--- config.mk ---
export PLATFORM = sky130hd
export DESIGN_NAME = sme_result_drain
export DESIGN_NICKNAME = d
export VERILOG_FILES = /design/src/rtl/sme_pkg.sv /design/src/rtl/sme_rsp_fifo.sv /design/src/rtl/sme_result_drain.sv
export SDC_FILE = /design/constraint.sdc
export NUM_CORES = 1
export LEC_CHECK = 0
export CAP_MARGIN = 5
export CORE_MARGIN = 3
export CORE_UTILIZATION = 50
export CTS_CLUSTER_DIAMETER = 200
export DETAILED_ROUTE_END_ITERATION = 8
export PLACE_DENSITY_LB_ADDON = 0.12
export SLEW_MARGIN = 40
export SYNTH_ARGS = -nofsm -noshare
export SYNTH_HDL_FRONTEND = slang
export SYNTH_SLANG_ARGS = --single-unit
--- constraint.sdc ---
create_clock -name g_clk -period 3.1 [get_ports g_clk]
set_input_delay 0.62 -clock g_clk [delete_from_list [all_inputs] [get_ports g_clk]]
set_output_delay 0.62 -clock g_clk [all_outputs]
set_load 0.005 [all_outputs]
--- src/rtl/sme_pkg.sv ---
// Shared types for the SME datapath: result beats returned to the host and the
// buffered response entry that carries share ordering information.
package sme_pkg;

   localparam int SME_XLEN   = 32;
   localparam int SME_NREGS  = 16;

   typedef struct packed {
      logic [SME_XLEN-1:0] rd_wdata;
      logic [3:0]          rd_addr;
   } sme_result_t;

   typedef struct packed {
      sme_result_t res;
      logic [3:0]  share;
      logic        last;
   } sme_rsp_t;

   // A programmed share count of zero means a single (unmasked) share.
   function automatic logic [3:0] sme_nshares(input logic [3:0] nshares);
      return (nshares == 4'd0) ? 4'd1 : nshares;
   endfunction

endpackage

--- src/rtl/sme_rsp_fifo.sv ---
// Synchronous FIFO of response entries. Head is read straight out of the
// storage registers, so it is stable for as long as it is not popped.
module sme_rsp_fifo
   import sme_pkg::*;
#(
   parameter int DEPTH = 4
) (
   input  logic     clk,
   input  logic     rst_n,
   input  logic     push,
   input  sme_rsp_t push_data,
   input  logic     pop,
   output sme_rsp_t head,
   output logic     full,
   output logic     empty
);

   localparam int AW = $clog2(DEPTH);

   sme_rsp_t        mem [DEPTH];
   logic [AW-1:0]   wr_ptr;
   logic [AW-1:0]   rd_ptr;
   logic [AW:0]     count;
   logic            do_push;
   logic            do_pop;

   assign full    = (count == (AW+1)'(DEPTH));
   assign empty   = (count == '0);
   assign do_push = push && !full;
   assign do_pop  = pop && !empty;
   assign head    = mem[rd_ptr];

   always_ff @(posedge clk or negedge rst_n) begin
      if (!rst_n) begin
         for (int i = 0; i < DEPTH; i++) begin
            mem[i] <= '0;
         end
         wr_ptr <= '0;
         rd_ptr <= '0;
         count  <= '0;
      end else begin
         if (do_push) begin
            mem[wr_ptr] <= push_data;
            wr_ptr      <= wr_ptr + 1'b1;
         end
         if (do_pop) begin
            rd_ptr <= rd_ptr + 1'b1;
         end
         case ({do_push, do_pop})
            2'b10:   count <= count + 1'b1;
            2'b01:   count <= count - 1'b1;
            default: count <= count;
         endcase
      end
   end

endmodule

--- src/rtl/sme_result_drain.sv ---
// Host-side return path of the SME datapath: order-checks per-share results,
// buffers them for the host and tracks the in-flight destination register.
module sme_result_drain
   import sme_pkg::*;
#(
   parameter int DEPTH = 4
) (
   input  logic        g_clk,
   input  logic        g_resetn,
   input  logic [3:0]  smectl_nshares,
   input  logic        iss_valid,
   input  logic [3:0]  iss_rd_addr,
   output logic        iss_ready,
   output logic [15:0] sb_busy,
   input  logic        sme_valid,
   input  sme_result_t sme_result,
   input  logic [3:0]  sme_share,
   output logic        sme_ready,
   output logic        hst_valid,
   input  logic        hst_ready,
   output sme_result_t hst_result,
   output logic [3:0]  hst_share,
   output logic        hst_last,
   output logic        err_order
);

   // Handshakes: a transfer happens on a rising edge where valid and ready are
   // both high; ready never depends combinationally on the far side's ready.

   typedef enum logic [1:0] {
      ST_IDLE    = 2'd0,
      ST_COLLECT = 2'd1,
      ST_DRAIN   = 2'd2
   } state_t;

   state_t      state;
   state_t      state_nxt;
   logic [3:0]  nsh;
   logic [3:0]  rd;
   logic [3:0]  exp_share;
   logic        issue;
   logic        beat;
   logic        beat_ok;
   logic        beat_last;
   logic        pop;
   logic        pop_last;
   logic        full;
   logic        empty;
   sme_rsp_t    push_data;
   sme_rsp_t    head;

   always_comb begin
      issue     = iss_valid && (state == ST_IDLE);
      beat      = sme_valid && !full;
      beat_ok   = beat && (state == ST_COLLECT) && (sme_share == exp_share)
                  && (sme_result.rd_addr == rd);
      beat_last = (exp_share == nsh - 4'd1);
      pop       = !empty && hst_ready;
      pop_last  = pop && head.last;
      push_data = '{res: sme_result, share: sme_share, last: beat_last};
   end

   always_comb begin
      state_nxt = state;
      case (state)
         ST_IDLE:    if (issue) state_nxt = ST_COLLECT;
         ST_COLLECT: if (beat_ok && beat_last) state_nxt = ST_DRAIN;
         ST_DRAIN:   if (pop_last) state_nxt = ST_IDLE;
         default:    state_nxt = ST_IDLE;
      endcase
   end

   always_ff @(posedge g_clk or negedge g_resetn) begin
      if (!g_resetn) begin
         state     <= ST_IDLE;
         nsh       <= 4'd1;
         rd        <= '0;
         exp_share <= '0;
         sb_busy   <= '0;
         err_order <= 1'b0;
      end else begin
         state     <= state_nxt;
         err_order <= beat && !beat_ok;
         if (issue) begin
            nsh       <= sme_nshares(smectl_nshares);
            rd        <= iss_rd_addr;
            exp_share <= '0;
         end else if (beat_ok) begin
            exp_share <= beat_last ? 4'd0 : exp_share + 4'd1;
         end
         // Issue only happens in IDLE and the last pop only in DRAIN,
         // so the set and the clear never collide.
         if (issue) begin
            sb_busy[iss_rd_addr] <= 1'b1;
         end else if (pop_last) begin
            sb_busy[rd] <= 1'b0;
         end
      end
   end

   sme_rsp_fifo #(
      .DEPTH (DEPTH)
   ) u_fifo (
      .clk       (g_clk),
      .rst_n     (g_resetn),
      .push      (beat_ok),
      .push_data (push_data),
      .pop       (pop),
      .head      (head),
      .full      (full),
      .empty     (empty)
   );

   assign iss_ready  = (state == ST_IDLE);
   assign sme_ready  = !full;
   assign hst_valid  = !empty;
   assign hst_result = head.res;
   assign hst_share  = head.share;
   assign hst_last   = head.last;

endmodule

# After elaboration in Yosys (flattened, before gate mapping)
# Index checks and enable logic that the tools add are counted.
[totals] ff_bits=202 latch_bits=0 mem_bits_rw=0 mem_bits_ro=0 in_bits=53 out_inout_bits=61 n_memories=0
[classes] n_addsub=6 multipliers=0 div=0 order_cmp=7 n_eq_ne=11 shift=0 mux=21 bitwise=5 reduce_logical=24
[op_table] operator="164-bit bitwise mux" count=1
[op_table] operator="41-bit 2-to-1 mux" count=3
[op_table] operator="41-bit binary-select mux with 2-bit select" count=1
[op_table] operator="41-bit demux with 2-bit select" count=1
[op_table] operator="16-bit 2-to-1 mux" count=2
[op_table] operator="16-bit bitwise AND" count=1
[op_table] operator="4-bit 2-to-1 mux" count=4
[op_table] operator="16-bit NOT" count=1
[op_table] operator="16-bit bitwise OR" count=1
[op_table] operator="1-bit logical AND" count=14
[op_table] operator="4-bit == test" count=3
[op_table] operator="4-bit by 5-bit less-than comparator with 1-bit output (second input constant)" count=2
[op_table] operator="1-bit demux with 4-bit select" count=2
[op_table] operator="4-bit by 1-bit >= comparator with 1-bit output (second input constant)" count=2
[op_table] operator="3-bit >= comparator (second input constant)" count=2
[op_table] operator="2-bit 2-to-1 mux" count=3
[op_table] operator="2-bit NOT with 3-bit output" count=2
[op_table] operator="2-bit one-hot mux with 3 select lines" count=1
[op_table] operator="3-bit one-hot mux with 2 select lines" count=1
[op_table] operator="2-bit nonzero test" count=3
[op_table] operator="2-bit by 1-bit adder with 2-bit output (second input constant)" count=2
[op_table] operator="4-bit by 1-bit adder with 4-bit output (second input constant)" count=1
[op_table] operator="2-bit by 1-bit == test with 1-bit output (second input constant)" count=2
[op_table] operator="2-bit == test (second input constant)" count=2
[op_table] operator="13 further kinds" count=17

# Logic depth before layout (Yosys ltp)
[logic_depth] depth_word=9 depth_mapped=11 ltp_nobuf=10

# Hierarchy
# From an unflattened synthesis, not the netlist that was laid out.
[unflattened] cells_unflattened=599 area_unflattened_um2=9076.2
[by_module_without_submodules] module="sme_rsp_fifo" instances=1 cells_per_inst=435 area_each_um2=7526.0
[by_module_without_submodules] module="sme_result_drain" instances=1 cells_per_inst=164 area_each_um2=1550.2

# Worst setup path before layout
# OpenSTA, ideal clock, no wires.
[synth_path] path_type="input-to-reg" from="in sme_result[1] (netlist name)" to="reg u_fifo.count[1]" arrival_time_ns=2.827 t_required_ns=3.017 path_slack_ns=0.191 path_stages=8 n_path_buf=0 path_cell_list="xor2_1 -> or4_4 -> nor4_4 -> inv_1 -> ha_1 -> inv_1 -> fa_1 -> o21ai_0"
[synth_via] elab_chain_cells=5 elab_cells_between_ends=7 cone_classes="eq/ne: 3; mux: 1; reduce/logical: 3"
[synth_rtl] item="start: declaration" line="sme_result_drain.sv:16" source="input sme_result_t sme_result,"
[synth_rtl] item="4-bit == test (*)" line="sme_result_drain.sv:56" source="&& (sme_result.rd_addr == rd);"
[synth_rtl] item="1-bit logical AND (*)" line="sme_result_drain.sv:56"
[synth_rtl] item="1-bit logical AND (*)" line="sme_rsp_fifo.sv:29" source="assign do_push = push && !full;"
[synth_rtl] item="2-bit by 1-bit == test with 1-bit output / 2-bit == test (equally long branches)" line="sme_rsp_fifo.sv:49" source="case ({do_push, do_pop})"
[synth_rtl] item="3-bit one-hot mux with 2 select lines / 2-bit nonzero test (equally long branches)"
[synth_rtl] item="end signal: assignment" line="sme_rsp_fifo.sv:50" source="2'b10: count <= count + 1'b1;"
[synth_rtl] item="end signal: assignment" line="sme_rsp_fifo.sv:51" source="2'b01: count <= count - 1'b1;"
[synth_rtl] item="end signal: assignment" line="sme_rsp_fifo.sv:52" source="default: count <= count;"
[synth_rtl] item="end: declaration" line="sme_rsp_fifo.sv:23" source="logic [AW:0] count;"
# Every way passes the cells marked *; elsewhere a longest branch is shown, timed or not.
# A chain may end at the register's enable or synchronous reset.

==> results.sh <==
export IMPL_syn_nets=664
export IMPL_layout_commonest_cell="dfrtp_1"
export IMPL_crit_required_ns=2.48
export IMPL_synth_async_reset_ratio_pct=100
export IMPL_io_pin_count=114
export IMPL_slew_limit_headroom_pct=51.2
export IMPL_timing_fmax_mhz=347
export IMPL_syn_to_final_growth_pct=24.2
export IMPL_die_x_um=141
export IMPL_synth_warnings=0
export IMPL_dp_hpwl_um=12800
export IMPL_grt_pass1_wl_um=31700
export IMPL_synth_largest_area_cell="dfrtp_1"
export IMPL_final_cell_mix="dfrtp_1, mux2_2, clkdlybuf4s50_1, mux4_2, nand2_1"
export IMPL_reg2reg_setup_slack_ns=0.60
export IMPL_dpl_worst_slack_ns=-0.123
export IMPL_path_clk_slew_ns=0.06
export IMPL_fin_tns_setup_ns=0
export IMPL_antenna_cells=0
export IMPL_synth_seq_cells=202
export IMPL_drtIter0Drc=128
export IMPL_wirelength_um=19000
export IMPL_maxSlewViolCount=0
export IMPL_critical_path_startpoint_type="flop"
export IMPL_p_per_area_nw_per_um2=637
export IMPL_setup_ws_ns=0.214
export IMPL_cts_hold_buf=0
export IMPL_drive_above_1_share_pct=36.8
export IMPL_via_per_inst=5.56
export IMPL_drc=0
export IMPL_seq_area_frac_synth_pct=55.2
export IMPL_syn_mean_instance_area_um2=15.2
export IMPL_synth_top_cell_area_share_pct=54.9
export IMPL_wl_per_cell_um=19.5
export IMPL_synth_edf_count=0
export IMPL_cap_violations=0
export IMPL_fin_cells=975
export IMPL_fin_nets=797
export IMPL_first_pass_iters=4
export IMPL_synth_top_cells_by_area="dfrtp_1, mux2_2, mux4_2"
export IMPL_clockBufferDepth=3
export IMPL_gr_total_overflow=0
export IMPL_critPathCaptureType="output port"
export IMPL_clk_latency_ns=0.49
export IMPL_ant_nets=0
export IMPL_die_h_um=141
export IMPL_arrival_ns=2.27
export IMPL_syn_inst=603
export IMPL_power_w=0.00725
export IMPL_grt_use_total_pct=19.6
export IMPL_grt_pass1_vias=5974
export IMPL_ir_worst_vdd_uv=629
export IMPL_hp_class="input pin to asynchronous set/reset pin"
export IMPL_holdWs_ns=0.167
export IMPL_io_buffers=113
export IMPL_period_share_pct=93.1
export IMPL_numClockSinks=202
export IMPL_setup_worst_path_class="flop to output port"
export IMPL_cts_root_buf="clkbuf_16"
export IMPL_rsz0062_at_grt="false"
export IMPL_setup_viol=0
export IMPL_row_count=48
export IMPL_ys_flop_type="dfrtp_1"
export IMPL_core_um2=17600
export IMPL_hold_viol_final=0
export IMPL_synth_distinct_cells=42
export IMPL_initial_core_util_pct=52.1
export IMPL_grt_max_degree=89
export IMPL_placed_cells=934
export IMPL_worst_pin_slew_ns=0.732
export IMPL_p_leak_nw=5.47
export IMPL_ctsHtreeMaxLevel=1
export IMPL_synthesis_area_um2=9170
export IMPL_status="completed"
export IMPL_antenna_found_initial=0
export IMPL_skew_ns=0.00697
export IMPL_fin_crit_ns=2.89
export IMPL_vias=5419
export IMPL_cts_tree="built"
export IMPL_cp_max_fo=9
export IMPL_gp_congestion=0.818
export IMPL_cts_buffers=22
export IMPL_die_area_um2=20000
[critical path: stages, from the launching register on]
cell             delay, ns
dfrtp_4               0.48
buf_4                 0.26
mux4_2                0.53
clkdlybuf4s50_1       0.50
[final cells by class]
cell class | instances | area [µm²]
clock buffers | 35 | 641
clock inverters | 3 | 15.0
fillers | 1302 | 6210
inverters | 8 | 30.0
multi-input cells | 358 | 3830
flip-flops and latches | 202 | 5060
well taps | 225 | 282
repair buffers | 144 | 1530
[power by group]
part	switching, W	total (W)	internal (W)
combinational	0.000746	0.00168	0.000934
clock	0.000981	0.00239	0.00141
sequential	0.000271	0.00318	0.00291
total	0.00200	0.00725	0.00525
[cells by family (layout without fill, tap and decap cells)]
group	count (synthesis)	in the layout	share of synthesized area (%)
AO/OA/AOI/OAI	32	32	2.43
buffers and inverters	43	190	3.07
multiplexers	205	205	30.7
XOR/XNOR	20	20	1.91
flip-flops	202	202	55.2
adder cells (fa/ha/maj)	8	8	1.17
AND/OR/NAND/NOR	93	93	5.54
[cell usage after synthesis (2+ instances only)]
| master | count |
|---|---|
| dfrtp_1 | 201 |
| mux2_2 | 152 |
| mux4_2 | 41 |
| nand2_1 | 38 |
| buf_6 | 16 |
| o21ai_0 | 16 |
| clkbuf_1 | 15 |
| xnor2_1 | 14 |
| mux2_4 | 12 |
| inv_1 | 8 |
| nor2_1 | 8 |
| ha_1 | 7 |
| nor2b_1 | 7 |
| a22o_1 | 6 |
| nand3_1 | 6 |
| nand4_1 | 6 |
| xor2_1 | 6 |
| buf_1 | 4 |
| nand2_4 | 4 |
| nor3_1 | 4 |
| o2bb2ai_1 | 4 |
| and2_1 | 3 |
| nor4_1 | 3 |
| a32o_1 | 2 |
| and3_1 | 2 |
| nand2b_1 | 2 |
[stage by stage]
step	area, µm²	utilization, %
final	11400	64.7
after global routing	11400	64.7
after CTS	11400	64.7
after detailed placement	10700	60.9
after global placement	10700	60.9
after floorplan	9170	-
[layer usage]
metal,global-route usage [%],vias to the layer above,share of wire (%)
li1,-,2481,-
met1,26.6,2820,43
met2,33.5,95,51
met3,3.30,23,3.7
met4,4.19,0,1.9
met5,0,-,0
[state kept, by name, indices dropped and copies added (netlist names)]
| name | flops |
|---|---|
| err_order | 1 |
| exp_share | 4 |
| nsh | 4 |
| rd | 4 |
| sb_busy | 16 |
| state | 2 |
| u_fifo.count | 3 |
| u_fifo.mem | 164 |
| u_fifo.rd_ptr | 2 |
| u_fifo.wr_ptr | 2 |
[timing repair]
| item | 4_1_cts | 5_1_grt |
|---|---|---|
| buffers inserted | 3 | 0 |
| resized for setup | 0 | 0 |
| setup endpoints to repair | 3 | 0 |
[worst paths after layout]
check                                 start               to  cells after the start
hold reg to reg                  sb_busy[5]       sb_busy[5]                      2
setup / recovery           u_fifo.rd_ptr[0]    hst_result[3]                      3
min in group g_clk               sb_busy[5]       sb_busy[5]                      2
max in group asynchronous          g_resetn  u_fifo.mem[100]                      2
setup reg to reg                      rd[1]  u_fifo.count[1]                      8
hold / removal                     g_resetn  u_fifo.mem[157]                      1
No activity file was read; power rests on OpenSTA's default activity.
